<file path="config.mk">
export PLATFORM = sky130hd
export DESIGN_NAME = wb_stage_flat
export DESIGN_NICKNAME = d
export VERILOG_FILES = /design/src/rtl/wb_stage_pkg.sv /design/src/rtl/wb_stage_if.sv /design/src/rtl/wb_stage_regfile.sv /design/src/rtl/wb_stage.sv /design/src/flat_wrapper.sv
export SDC_FILE = /design/constraint.sdc
export NUM_CORES = 2
export LEC_CHECK = 0
export ABC_AREA = 0
export CAP_MARGIN = 25
export CORE_AREA = 2 2 278 554
export CTS_CLUSTER_DIAMETER = 200
export CTS_CLUSTER_SIZE = 25
export DETAILED_ROUTE_END_ITERATION = 16
export DIE_AREA = 0 0 280 556
export GPL_ROUTABILITY_DRIVEN = 0
export PLACE_DENSITY_LB_ADDON = 0.1
export SLEW_MARGIN = 20
export SYNTH_ARGS = -nofsm -noshare
export SYNTH_HDL_FRONTEND = slang
export SYNTH_HIERARCHICAL = 1
export SYNTH_SLANG_ARGS = --single-unit
</file>
<file path="constraint.sdc">
create_clock -name clk -period 2.8 [get_ports clk]
set_input_delay 0.28 -clock clk [delete_from_list [all_inputs] [get_ports clk]]
set_output_delay 0.28 -clock clk [all_outputs]
set_load 0.02 [all_outputs]
</file>
<file path="src/rtl/wb_stage_pkg.sv">
// rtl/wb_stage_pkg.sv - writeback-source encoding and shared constants for wb_stage
package wb_types;

    typedef enum logic [3:0] {
        ALU      = 4'd0,
        BR_EN    = 4'd1,
        U_IMM    = 4'd2,
        LW       = 4'd3,
        PC_PLUS4 = 4'd4,
        LB       = 4'd5,
        LBU      = 4'd6,
        LH       = 4'd7,
        LHU      = 4'd8
    } regfilemux_sel_t;

    localparam logic [4:0] REG_ZERO = 5'd0;

endpackage

</file>
<file path="src/rtl/wb_stage_if.sv">
// rtl/wb_stage_if.sv - MEM/WB fields, ID read ports and commit export of the writeback stage
interface wb_stage_if #(
    parameter int CNT_W = 64
);
    logic             wb_advance;
    logic             memwb_valid;
    logic             memwb_load_regfile;
    logic [3:0]       memwb_regfilemux_sel;
    logic [4:0]       memwb_rd;
    logic [31:0]      memwb_u_imm;
    logic             memwb_br_en;
    logic [31:0]      memwb_rdata;
    logic [31:0]      memwb_alu_out;
    logic [31:0]      memwb_pc;
    logic [4:0]       rs1_addr;
    logic [4:0]       rs2_addr;
    logic [31:0]      rs1_data;
    logic [31:0]      rs2_data;
    logic             wb_we;
    logic [4:0]       wb_rd;
    logic [31:0]      wb_data;
    logic [CNT_W-1:0] retire_count;

    modport master (
        output wb_advance, memwb_valid, memwb_load_regfile, memwb_regfilemux_sel,
               memwb_rd, memwb_u_imm, memwb_br_en, memwb_rdata, memwb_alu_out,
               memwb_pc, rs1_addr, rs2_addr,
        input  rs1_data, rs2_data, wb_we, wb_rd, wb_data, retire_count
    );

    modport slave (
        input  wb_advance, memwb_valid, memwb_load_regfile, memwb_regfilemux_sel,
               memwb_rd, memwb_u_imm, memwb_br_en, memwb_rdata, memwb_alu_out,
               memwb_pc, rs1_addr, rs2_addr,
        output rs1_data, rs2_data, wb_we, wb_rd, wb_data, retire_count
    );

endinterface

</file>
<file path="src/rtl/wb_stage_regfile.sv">
// rtl/wb_stage_regfile.sv - 2-read/1-write register file, x0 hardwired, write-first bypass
module regfile_2r1w
    import wb_types::*;
#(
    parameter int NUM_REGS = 32,
    parameter int AW       = $clog2(NUM_REGS)
) (
    input  logic          clk,
    input  logic          rst_n,
    input  logic          we_i,
    input  logic [AW-1:0] waddr_i,
    input  logic [31:0]   wdata_i,
    input  logic [AW-1:0] raddr1_i,
    input  logic [AW-1:0] raddr2_i,
    output logic [31:0]   rdata1_o,
    output logic [31:0]   rdata2_o
);

    logic [31:0] regs_q [NUM_REGS];

    always_ff @(posedge clk or negedge rst_n) begin
        if (!rst_n) begin
            for (int i = 0; i < NUM_REGS; i++) begin
                regs_q[i] <= '0;
            end
        end else if (we_i && (waddr_i != REG_ZERO[AW-1:0])) begin
            regs_q[waddr_i] <= wdata_i;
        end
    end

    function automatic logic [31:0] read_port(input logic [AW-1:0] addr);
        if (!rst_n || addr == REG_ZERO[AW-1:0]) begin
            return '0;
        end
        // A write committing this cycle is visible before it lands in the array.
        if (we_i && addr == waddr_i) begin
            return wdata_i;
        end
        return regs_q[addr];
    endfunction

    assign rdata1_o = read_port(raddr1_i);
    assign rdata2_o = read_port(raddr2_i);

endmodule

</file>
<file path="src/rtl/wb_stage.sv">
// rtl/wb_stage.sv - writeback stage: result mux, load extension, regfile commit, retire counter
module wb_stage
    import wb_types::*;
#(
    parameter int CNT_W    = 64,
    parameter int NUM_REGS = 32
) (
    input  logic        clk,
    input  logic        rst,
    wb_stage_if.slave   bus
);

    logic             commit;
    logic             wb_we;
    logic [31:0]      wb_data;
    logic [7:0]       load_byte;
    logic [15:0]      load_half;
    logic [CNT_W-1:0] retire_q;
    logic [CNT_W-1:0] retire_d;

    assign commit = bus.memwb_valid & bus.wb_advance;
    assign wb_we  = rst & commit & bus.memwb_load_regfile & (bus.memwb_rd != REG_ZERO);

    assign load_byte = bus.memwb_rdata[{bus.memwb_alu_out[1:0], 3'b000} +: 8];
    assign load_half = bus.memwb_alu_out[1] ? bus.memwb_rdata[31:16] : bus.memwb_rdata[15:0];

    always_comb begin
        wb_data = bus.memwb_alu_out;
        case (regfilemux_sel_t'(bus.memwb_regfilemux_sel))
            ALU:      wb_data = bus.memwb_alu_out;
            BR_EN:    wb_data = {31'b0, bus.memwb_br_en};
            U_IMM:    wb_data = bus.memwb_u_imm;
            PC_PLUS4: wb_data = bus.memwb_pc + 32'd4;
            LW:       wb_data = bus.memwb_rdata;
            LB:       wb_data = {{24{load_byte[7]}}, load_byte};
            LBU:      wb_data = {24'b0, load_byte};
            LH:       wb_data = {{16{load_half[15]}}, load_half};
            LHU:      wb_data = {16'b0, load_half};
            default:  wb_data = bus.memwb_alu_out;
        endcase
    end

    // Bubbles and stalled cycles retire nothing; x0 writes still count.
    assign retire_d = commit ? retire_q + {{(CNT_W-1){1'b0}}, 1'b1} : retire_q;

    always_ff @(posedge clk or negedge rst) begin
        if (!rst) begin
            retire_q <= '0;
        end else begin
            retire_q <= retire_d;
        end
    end

    regfile_2r1w #(
        .NUM_REGS (NUM_REGS)
    ) u_regfile (
        .clk      (clk),
        .rst_n    (rst),
        .we_i     (wb_we),
        .waddr_i  (bus.memwb_rd),
        .wdata_i  (wb_data),
        .raddr1_i (bus.rs1_addr),
        .raddr2_i (bus.rs2_addr),
        .rdata1_o (bus.rs1_data),
        .rdata2_o (bus.rs2_data)
    );

    assign bus.wb_we        = wb_we;
    assign bus.wb_rd        = bus.memwb_rd;
    assign bus.wb_data      = wb_data;
    assign bus.retire_count = retire_q;

endmodule
</file>
<file path="src/flat_wrapper.sv">
// flat-port wrapper written by rule: the top's interface ports become plain ports
module wb_stage_flat import wb_types::*;
#(
    parameter int CNT_W    = 64,
    parameter int NUM_REGS = 32
)
  (clk, rst, bus_wb_advance, bus_memwb_valid, bus_memwb_load_regfile, bus_memwb_regfilemux_sel, bus_memwb_rd, bus_memwb_u_imm, bus_memwb_br_en, bus_memwb_rdata, bus_memwb_alu_out, bus_memwb_pc, bus_rs1_addr, bus_rs2_addr, bus_rs1_data, bus_rs2_data, bus_wb_we, bus_wb_rd, bus_wb_data, bus_retire_count);
  wb_stage_if #(.CNT_W(CNT_W)) bus_i ();
  input  logic clk;
  input  logic rst;
  input wire logic [$bits(bus_i.wb_advance)-1:0] bus_wb_advance;
  input wire logic [$bits(bus_i.memwb_valid)-1:0] bus_memwb_valid;
  input wire logic [$bits(bus_i.memwb_load_regfile)-1:0] bus_memwb_load_regfile;
  input wire logic [$bits(bus_i.memwb_regfilemux_sel)-1:0] bus_memwb_regfilemux_sel;
  input wire logic [$bits(bus_i.memwb_rd)-1:0] bus_memwb_rd;
  input wire logic [$bits(bus_i.memwb_u_imm)-1:0] bus_memwb_u_imm;
  input wire logic [$bits(bus_i.memwb_br_en)-1:0] bus_memwb_br_en;
  input wire logic [$bits(bus_i.memwb_rdata)-1:0] bus_memwb_rdata;
  input wire logic [$bits(bus_i.memwb_alu_out)-1:0] bus_memwb_alu_out;
  input wire logic [$bits(bus_i.memwb_pc)-1:0] bus_memwb_pc;
  input wire logic [$bits(bus_i.rs1_addr)-1:0] bus_rs1_addr;
  input wire logic [$bits(bus_i.rs2_addr)-1:0] bus_rs2_addr;
  output wire logic [$bits(bus_i.rs1_data)-1:0] bus_rs1_data;
  output wire logic [$bits(bus_i.rs2_data)-1:0] bus_rs2_data;
  output wire logic [$bits(bus_i.wb_we)-1:0] bus_wb_we;
  output wire logic [$bits(bus_i.wb_rd)-1:0] bus_wb_rd;
  output wire logic [$bits(bus_i.wb_data)-1:0] bus_wb_data;
  output wire logic [$bits(bus_i.retire_count)-1:0] bus_retire_count;
  assign bus_i.wb_advance = bus_wb_advance;
  assign bus_i.memwb_valid = bus_memwb_valid;
  assign bus_i.memwb_load_regfile = bus_memwb_load_regfile;
  assign bus_i.memwb_regfilemux_sel = bus_memwb_regfilemux_sel;
  assign bus_i.memwb_rd = bus_memwb_rd;
  assign bus_i.memwb_u_imm = bus_memwb_u_imm;
  assign bus_i.memwb_br_en = bus_memwb_br_en;
  assign bus_i.memwb_rdata = bus_memwb_rdata;
  assign bus_i.memwb_alu_out = bus_memwb_alu_out;
  assign bus_i.memwb_pc = bus_memwb_pc;
  assign bus_i.rs1_addr = bus_rs1_addr;
  assign bus_i.rs2_addr = bus_rs2_addr;
  assign bus_rs1_data = bus_i.rs1_data;
  assign bus_rs2_data = bus_i.rs2_data;
  assign bus_wb_we = bus_i.wb_we;
  assign bus_wb_rd = bus_i.wb_rd;
  assign bus_wb_data = bus_i.wb_data;
  assign bus_retire_count = bus_i.retire_count;
  wb_stage #(.CNT_W(CNT_W), .NUM_REGS(NUM_REGS)) u_core (.clk(clk), .rst(rst), .bus(bus_i));
endmodule
</file>
==> results list <==
* Fill count: 13.2k
- Sequential area share after synthesis: 0.452
- Overall power: 32.8 mW
- The number of max-slew violations in the final report was 0.
- The worst register-to-register path begins at u_core/bus.retire_count[2]$_DFFE_PN0P_.
- Maximum capacitance violations: 0
- Clock root buffer: sky130_fd_sc_hd__clkbuf_16
- Hold Crit Start: bus_wb_advance
- Setup repair after global routing could not meet its margin everywhere.
- The worst setup path is captured at a primary output.
- Setup violations remaining at the end of the flow were counted as 62.
- Synthesized instance count: 4484
- In this run the tightest slew margin relative to its limit is 0.256.
- Sum of net half-perimeters after detailed placement: 172000 um
* Power per cell area: 436 nW/um^2
* Final Non-Filler Cells: 7115
- Slack of the worst reg-to-reg path: 0.59 ns
* Actual slew at the worst max-slew pin: 1.12 ns
* Avg Vias per Cell: 6.30
- The via count of the first global-routing pass is 47.0k.
- For this run, global-route usage on met3 was measured as 0.0362.
* Reg-to-reg critical path endpoint: u_core/bus.retire_count[55]$_DFFE_PN0P_
- Counting instances, the worst hold path has a depth of 4.
- Most used DFF post-synth: sky130_fd_sc_hd__dfrtp_1
* CTS H-Tree Depth: 2
- In this run the count of I/O pins placed on the die edge is 319.
- Outcome: finished, violations left
- Walking the worst path, the cells encountered are buf_2 -> mux4_2 -> a311o_1 -> a41o_4 -> buf_6 -> buf_4 -> o22ai_2 -> buf_4 -> o21ai_4 -> a221o_1 -> buf_6.
* First-pass detailed-route iteration total: 5
* Data required time at the worst endpoint: 2.52 ns
* Sink count of the clock tree: 1088
* Biggest area consumer among synthesized cells: sky130_fd_sc_hd__dfrtp_1
- Maximum net fanout on the critical path: 5
- Met2 Usage GRT: 0.543
- Clock latency on the worst-skew pair, taken at its later pin, is 0.69 ns.
- Maximum clock frequency: 0.327 GHz
* Total core area: 151000 um^2
- DIE HEIGHT: 556 um
- VDD IR-drop max: 0.597 mV
* Violations in the final reports: setup timing
- TritonCTS clock tree: done
* First-pass GRT wire length: 350000 um
- Chip width: 280 um
* Deepest clock path buffer count: 3
- By area the synthesized netlist is led by sky130_fd_sc_hd__dfrtp_1 45%, sky130_fd_sc_hd__mux2_2 19%, sky130_fd_sc_hd__mux4_2 13%, sky130_fd_sc_hd__mux2i_1 4.5%, sky130_fd_sc_hd__a221oi_1 1.9%.
- Number of placed instances, taps included: 6909
- The share of synthesized area in the top cell type comes to 0.452.
- After clock tree synthesis, the clock-pin slew on the worst setup and hold paths is 0.10 ns.
* Detail Route Antenna Nets: 0
- The count of buffers added on input and output ports is 318.
- The path with the worst hold slack has its endpoint at u_core/bus.retire_count[0]$_DFFE_PN0P_.
- Flops & latches, synth: 1088
- Remaining global-route overflow: 0
- The die covers 156000 um^2.
- Compared with the post-synthesis result, the final layout area differs by 25.2%.
- The global routing stage identified its most utilized layer as met2.
* Final Cycle Share: 1.09
* Final net count: 5321
- Once layout is complete, the utilization of the core stands at 0.498.
- On the worst path, the slowest cell contributes a delay of 0.50 ns.
- In this run the static leakage power is 34.3 nW.
* Total wire length: 248000 um
- The initial utilization of the core area, before any placement, comes to 0.398.
* Worst Setup Start Kind: input port
- Tightest Hold Check Type: in2reg
- Num CTS Buffers: 49
- Number of antenna violations at the first check in global routing: 14
* Share of final-layout standard cells stronger than drive strength 1: 0.503
- Ys Warns: 6
* Pin count of the biggest net entering global routing: 169
- The final route contains 44.8k vias.
* Overall Global Routing Usage: 0.315
- Synthesis produced a netlist with a net count of 4639.
- Detailed-route wire length per cell: 34.9 um
- Final worst clock skew: 0.0172 ns
- The floorplan has 202 rows.
- Worst slack after detailed placement: -1.03 ns
* Number of flops mapped to enable cells by yosys: 0
- Number of DRC violations after detailed routing: 0
* Slowest stage cell on the critical path: sky130_fd_sc_hd__mux4_2
* Critical setup path kind: in2out
- Time the worst path needs with I/O delays and setup: 3.05 ns
* Synth Cell Area: 60300 um^2
* Share of synthesized flip-flops with an asynchronous set or reset: 1.00
* Average instance area after synthesis: 13.4 um^2
* Cell types with the highest counts after synthesis: 1088 x sky130_fd_sc_hd__dfrtp_1, 1042 x sky130_fd_sc_hd__mux2_2, 357 x sky130_fd_sc_hd__mux4_2
* Finished layout cell area: 75400 um^2
- Count of routing violations after the opening detailed-route iteration: 3835
- Worst-case setup margin in the final layout: -0.254 ns
* Most frequently used cell type in the post-synthesis netlist: sky130_fd_sc_hd__dfrtp_1
- Arrival time at the worst endpoint: 2.77 ns
- Counting distinct cell types in the post-synthesis netlist gives 72.
- Summing all placed instances gives a cell area of 71000 um^2.
- Met1 usage: 0.366
- Cell depth of the worst flop-to-flop path: 7
- Hold violation total from the final report: 0
## sequential cells by signal (all words and copies together), names as in the netlist
signal,cells
u_core/u_regfile/regs_q,1024
u_core/bus.retire_count,64
## cell usage in the layout, fill, tap and decap left out, types with 54 or more instances in the layout
cell type / netlist / final
sky130_fd_sc_hd__buf_4: 32 / 543
sky130_fd_sc_hd__mux2i_1: 272 / 268
sky130_fd_sc_hd__a221o_1: 62 / 57
sky130_fd_sc_hd__a221oi_1: 133 / 122
sky130_fd_sc_hd__mux4_2: 357 / 357
sky130_fd_sc_hd__nand2_1: 100 / 80
sky130_fd_sc_hd__dfrtp_1: 1088 / 1088
sky130_fd_sc_hd__buf_6: 31 / 103
sky130_fd_sc_hd__nand3_1: 77 / 73
sky130_fd_sc_hd__buf_12: 0 / 189
sky130_fd_sc_hd__nor2_1: 141 / 119
sky130_fd_sc_hd__mux2_2: 1042 / 1041
sky130_fd_sc_hd__clkbuf_16: 0 / 54
sky130_fd_sc_hd__clkdlybuf4s50_1: 0 / 176
sky130_fd_sc_hd__a22oi_1: 102 / 73
## metal layers
layer  part of all wire  vias up
met3              0.049      572
met1               0.36    24000
met4              0.081        0
met2               0.51     1691
met5                  0        -
li1                   -    18600
## worst max-delay path by stage
stage | depth (start not counted) | endpoint | startpoint
finish | 11 | bus_rs2_data[28] | bus_memwb_rdata[15]
global placement | 8 | bus_wb_data[6] | bus_memwb_regfilemux_sel[2]
global route | 10 | bus_rs2_data[26] | bus_memwb_alu_out[1]
CTS | 10 | bus_rs2_data[26] | bus_memwb_alu_out[1]
floorplan | 9 | bus_rs1_data[25] | bus_memwb_alu_out[1]
detailed placement | 11 | bus_rs2_data[25] | bus_memwb_rd[3]
## critical path: cells and delay by family
kind	cells	cell delay (ns)
AO/OA/AOI/OAI	5	1.30
buffers and inverters	5	0.67
multiplexers	1	0.50
## power by group
group          total (mW)  switching, mW  leakage, nW  internal [mW]
Sequential           17.0          0.575         15.0           16.4
Clock                8.48           5.32        0.611           3.16
Combinational        7.36           3.91         18.6           3.45
Total                32.8           9.81         34.3           23.0
## what timing repair did
action                                  CTS  global route
buffers inserted                        103            36
cloned                                   17             4
resized for setup                       650           114
pin swaps                               122            75
endpoints found under the hold margin    67             0
endpoints found under the setup margin   96            84
hold buffers                              2             0
## cell type report
type,count,area [um^2],area share
repair buffers,1113,12200,0.162
multi-input cells,2895,32200,0.427
diodes,12,30.0,0.000398
clock buffers,49,1230,0.0163
clock inverters,1,16.3,0.000216
flip-flops and latches,1088,27200,0.361
well taps,1938,2420,0.0321
inverters,19,76.3,0.00101
## logic make-up after synthesis
| group | Yosys count | synth area share |
|---|---|---|
| compound gates | 597 | 0.0749 |
| flops | 1088 | 0.452 |
| mux | 1688 | 0.377 |
| buf+inv | 502 | 0.0401 |
| simple gates | 506 | 0.0415 |
| fa+ha+maj | 3 | 0.000581 |
| xor+xnor | 100 | 0.0145 |
## per-stage QoR
step | TNS, ns | hold WS [ns]
2_1_floorplan | -0.0526 | -0.0156
3_3_place_gp | -481.55 | 0.242
3_5_place_dp | -492.80 | 0.242
4_1_cts | -7.61 | 0.119
5_1_grt | -7.68 | 0.0218
6_report | -5.85 | 0.0194
(Power assumes the default switching activity.)
